File: config.mk
export PLATFORM = sky130hd
export DESIGN_NAME = capture_register_bank_flat
export DESIGN_NICKNAME = d
export VERILOG_FILES = /design/src/rtl/capture_register_bank_if.sv /design/src/rtl/capture_register_bank.sv /design/src/flat_wrapper.sv
export SDC_FILE = /design/constraint.sdc
export NUM_CORES = 1
export LEC_CHECK = 0
export ABC_AREA = 1
export CAP_MARGIN = 15
export CORE_ASPECT_RATIO = 1.5
export CORE_UTILIZATION = 45
export DETAILED_ROUTE_END_ITERATION = 8
export HOLD_SLACK_MARGIN = 0.05
export PLACE_DENSITY_LB_ADDON = 0.08
export SYNTH_ARGS = -nofsm -noshare
export SYNTH_HDL_FRONTEND = slang
export SYNTH_SLANG_ARGS = --single-unit
File: constraint.sdc
create_clock -name clk -period 2.1 [get_ports clk]
set_input_delay 0.63 -clock clk [delete_from_list [all_inputs] [get_ports clk]]
set_output_delay 0.63 -clock clk [all_outputs]
set_load 0.02 [all_outputs]
File: src/rtl/capture_register_bank_if.sv
// Write-side handshake bundle for capture_register_bank: producer offers a word, sink accepts.
// Ports: DataInReg (write data), inValid (producer offers word), inReady (sink can accept).
// master = producer side, slave = capture bank side.
interface capture_register_bank_if #(
    parameter int DATAWIDTH = 8
) ();
    logic [DATAWIDTH-1:0] DataInReg;
    logic                 inValid;
    logic                 inReady;

    modport master (
        output DataInReg,
        output inValid,
        input  inReady
    );

    modport slave (
        input  DataInReg,
        input  inValid,
        output inReady
    );
endinterface

File: src/rtl/capture_register_bank.sv
// Register sink: stores handshaked words in arrival order into DEPTH entries, tracks fill count and running max.
// Latency: accepted word shows in count/maxVal after the accepting edge; read-back is registered, 1 cycle from rdAddr.
// Backpressure: inReady drops once the bank is FULL or while clear is high; only clear re-opens the bank.
// Ports: clk, lowRst (async active-low), clear (sync flush), wr (slave handshake), rdAddr, DataOutReg,
//        count, maxVal, full, done (one-cycle pulse after the filling edge).
module capture_register_bank #(
    parameter int DATAWIDTH = 8,
    parameter int DEPTH     = 4,
    parameter int ADDRWIDTH = 2
) (
    input  logic                 clk,
    input  logic                 lowRst,
    input  logic                 clear,
    capture_register_bank_if.slave wr,
    input  logic [ADDRWIDTH-1:0] rdAddr,
    output logic [DATAWIDTH-1:0] DataOutReg,
    output logic [ADDRWIDTH:0]   count,
    output logic [DATAWIDTH-1:0] maxVal,
    output logic                 full,
    output logic                 done
);

    typedef enum logic [1:0] {
        EMPTY   = 2'd0,
        FILLING = 2'd1,
        FULL    = 2'd2
    } state_t;

    localparam logic [ADDRWIDTH:0] LAST_CNT = (ADDRWIDTH+1)'(DEPTH - 1);

    state_t               state;
    logic [DATAWIDTH-1:0] bank [DEPTH];
    logic                 accept;

    // Ready never looks at inValid, so a producer may wait on it before asserting valid.
    assign wr.inReady = (state != FULL) && !clear;
    assign accept     = wr.inValid && wr.inReady;
    assign full       = (state == FULL);

    always_ff @(posedge clk or negedge lowRst) begin
        if (!lowRst) begin
            state      <= EMPTY;
            count      <= '0;
            maxVal     <= '0;
            DataOutReg <= '0;
            done       <= 1'b0;
            for (int i = 0; i < DEPTH; i++) begin
                bank[i] <= '0;
            end
        end else begin
            // Non-blocking read: a same-edge write to the same index returns the old word.
            DataOutReg <= bank[rdAddr];
            done       <= 1'b0;
            if (clear) begin
                // Bank contents are deliberately kept; only bookkeeping is flushed.
                state  <= EMPTY;
                count  <= '0;
                maxVal <= '0;
            end else if (accept) begin
                bank[count[ADDRWIDTH-1:0]] <= wr.DataInReg;
                count <= count + 1'b1;
                if (wr.DataInReg > maxVal) begin
                    maxVal <= wr.DataInReg;
                end
                if (count == LAST_CNT) begin
                    state <= FULL;
                    done  <= 1'b1;
                end else begin
                    state <= FILLING;
                end
            end
        end
    end

endmodule

File: src/flat_wrapper.sv
// flat-port wrapper written by rule: the top's interface ports become plain ports
module capture_register_bank_flat 
#(
    parameter int DATAWIDTH = 8,
    parameter int DEPTH     = 4,
    parameter int ADDRWIDTH = 2
)
  (clk, lowRst, clear, rdAddr, DataOutReg, count, maxVal, full, done, wr_DataInReg, wr_inValid, wr_inReady);
  capture_register_bank_if #(.DATAWIDTH(DATAWIDTH)) wr_i ();
  input  logic clk;
  input  logic lowRst;
  input  logic clear;
  input  logic [ADDRWIDTH-1:0] rdAddr;
  output logic [DATAWIDTH-1:0] DataOutReg;
  output logic [ADDRWIDTH:0] count;
  output logic [DATAWIDTH-1:0] maxVal;
  output logic full;
  output logic done;
  input wire logic [$bits(wr_i.DataInReg)-1:0] wr_DataInReg;
  input wire logic [$bits(wr_i.inValid)-1:0] wr_inValid;
  output wire logic [$bits(wr_i.inReady)-1:0] wr_inReady;
  assign wr_i.DataInReg = wr_DataInReg;
  assign wr_i.inValid = wr_inValid;
  assign wr_inReady = wr_i.inReady;
  capture_register_bank #(.DATAWIDTH(DATAWIDTH), .DEPTH(DEPTH), .ADDRWIDTH(ADDRWIDTH)) u_core (.clk(clk), .lowRst(lowRst), .clear(clear), .wr(wr_i), .rdAddr(rdAddr), .DataOutReg(DataOutReg), .count(count), .maxVal(maxVal), .full(full), .done(done));
endmodule
==> results.json <==
{
  "drt_iter0_markers": 91,
  "grt_overflow": 0,
  "vias": 2093,
  "ys_ff_latch": 54,
  "htree_levels": 2,
  "p_leak_nw": 1.62,
  "firstDrtPassIters": 4,
  "finalHoldViolations": 0,
  "synth_compound_area_share_pct": 13.8,
  "cts_buffers": 5,
  "yosys.cell_types.count": 20,
  "cp_slowest_cell": "clkdlybuf4s50_1",
  "placedCellCount": 408,
  "rsz0062_at_grt": "no",
  "tightest_slew_ns": 0.457,
  "antenna_found_initial": 0,
  "grt_usage_pct": 19.9,
  "clockBufferDepth": 2,
  "drive_gt1_share_pct": 11.8,
  "period_needed_ns": 2.03,
  "pin_count": 36,
  "crit_buf_inv": 1,
  "ys_seq_area_share_pct": 51.6,
  "max_freq_mhz": 493,
  "final.period_utilization_pct": 96.7,
  "num_rows": 33,
  "gp_congestion": 0.767,
  "synth_xor_xnor_area_share_pct": 0,
  "synth_top_family_by_area": "simple AND/OR/NAND/NOR gates",
  "drc": 0,
  "path_class": "reg -> out",
  "slew_violations": 0,
  "cp.depth": 1,
  "cts_tree": "built",
  "hold_path_class": "in -> async",
  "dieArea_um2": 6130,
  "ant_nets": 0,
  "chipWidth_um": 64.3,
  "clock_latency_ns": 0.31,
  "setup_tns_ns": 0,
  "synthMuxAreaShare_pct": 0,
  "nets": 372,
  "status": "finished, final reports clean",
  "fin_area_um2": 3260,
  "die_h_um": 95.4,
  "grt_max_degree": 38,
  "clk_pin_slew_ns": 0.10,
  "numPortBuffers": 35,
  "grt_pass1_vias": 2035,
  "path_max_fanout": 6,
  "core_area_um2": 5530,
  "end_kind": "primary output",
  "antenna_cells": 0,
  "root_buffer": "clkbuf_8",
  "syn_area_um2": 2620,
  "syn_avg_cell_area_um2": 9.00,
  "dpl_cell_area_um2": 3170,
  "synthAdderAreaFrac_pct": 6.21,
  "synth_simple_gate_area_share_pct": 23.0,
  "vias_per_cell": 5.03,
  "grt_pass1_wl_um": 9440,
  "slowest_delay_ns": 0.65,
  "vdd_drop_max_uv": 454,
  "initial_utilization_pct": 47.3,
  "rr_endpoint": "u_core.maxVal[4]",
  "cts_hold_buf": 0,
  "synth_nets": 318,
  "finClkSkew_ns": 0.00811,
  "synth_warnings": 0,
  "fin_cells": 416,
  "power_density_nw_per_um2": 837,
  "reg2reg_from": "u_core.maxVal[7]",
  "critical_path.top_delay_family": "buffers and inverters",
  "synthCells": 291,
  "path_cells": "clkdlybuf4s50_1",
  "critPathRequiredTime_ns": 1.47,
  "dpl.hpwl_um": 4050,
  "slew_headroom_pct": 69.5,
  "syn_to_final_growth_pct": 24.4,
  "finalSetupViolCount": 0,
  "cts_num_sinks": 54,
  "reg2reg_depth": 9,
  "reg2reg_slack_ns": 0.46,
  "critPathLaunchType": "flop",
  "routedWlPerCell_um": 12.9,
  "drt_wl_total_um": 5370,
  "arrival_ns": 1.40,
  "drv_cap": 0
}
[Yosys cell counts]
cell type	n	area, µm²
buf_12	1	20.0
o21a_1	4	30.0
o22ai_1	10	62.6
nand2_2	1	6.26
nand3_1	18	90.1
nor2_4	1	11.3
nor2_1	21	78.8
a21oi_1	2	10.0
nor2_8	4	80.1
dfrtp_1	54	1350
o21ai_0	47	235
nand2_4	3	33.8
inv_2	1	3.75
nand2_1	79	297
buf_2	6	30.0
nor2_2	1	6.26
ha_1	13	163
a21o_1	1	7.51
a21oi_4	1	16.3
inv_1	23	86.3
[cells in the final DEF, fill, tap and decap left out, drive strengths merged]
| master | instances |
|---|---|
| clkbuf | 5 |
| buf | 21 |
| nand3 | 18 |
| a21o | 1 |
| dfrtp | 54 |
| a21oi | 3 |
| o21ai | 47 |
| o21a | 4 |
| nor2 | 27 |
| inv | 24 |
| dlygate4sd2 | 1 |
| o22ai | 10 |
| ha | 13 |
| clkdlybuf4s50 | 32 |
| clkinv | 3 |
| nand2 | 83 |
[metrics by stage]
stage	total power, mW	utilization [%]	setup slack [ns]	hold WS [ns]
after floorplan	1.85	-	0.388	0.334
after global placement	2.13	57.3	-0.340	0.471
after detailed placement	2.16	57.3	-0.353	0.477
after CTS	2.76	58.9	0.0534	0.259
after global routing	2.93	58.9	0.00729	0.278
final	2.73	58.9	0.0700	0.248
[layer usage]
metal,global-route usage [%],wire (µm),up-vias
met1,24.7,2490,978
met2,34.2,2640,41
met4,8.15,73,0
li1,-,-,1067
met3,3.23,163,7
met5,0,0,-
[cell families (layout without fill, tap and decap cells)]
kind of cell | Yosys count | count (layout)
adders and majority gates | 13 | 13
and+or+nand+nor | 128 | 128
buffers and inverters | 31 | 86
DFF | 54 | 54
AOI/OAI and AO/OA | 65 | 65
[power breakdown]
group / internal, mW / switching [mW] / leakage [nW]
Clock: 0.241 / 0.358 / 0.0483
Sequential: 1.30 / 0.128 / 0.687
Combinational: 0.311 / 0.388 / 0.889
[final cells by class]
| cell class | instances | area [µm²] |
|---|---|---|
| Fill cell | 511 | 2270 |
| Clock inverter | 3 | 26.3 |
| Sequential cell | 54 | 1350 |
| Multi-Input combinational cell | 206 | 1130 |
| Timing Repair Buffer | 54 | 507 |
| Clock buffer | 5 | 68.8 |
| Tap cell | 70 | 87.6 |
| Inverter | 24 | 90.1 |
[how the worst max path moves through the flow]
| stage | start | to | slack [ns] |
|---|---|---|---|
| 4_1_cts | u_core.count[0] | count[0] | 0.05 |
| 2_1_floorplan | wr_DataInReg[7] | u_core.maxVal[0] | 0.39 |
| 5_1_grt | u_core.count[0] | count[0] | 0.007 |
| 6_report | u_core.count[0] | count[0] | 0.07 |
| 3_3_place_gp | clear | wr_inReady | -0.34 |
| 3_5_place_dp | clear | wr_inReady | -0.35 |
[flip-flops by register name, indices dropped and copies added (netlist names)]
register           count
u_core.state           2
u_core.done            1
u_core.maxVal          8
u_core.count           3
u_core.bank           32
u_core.DataOutReg      8
[timing repair]
item,in CTS,in global routing
setup endpoints to repair,2,0
buffers inserted,0,0
resized for setup,5,0
Power figures use the tool's default switching activity.
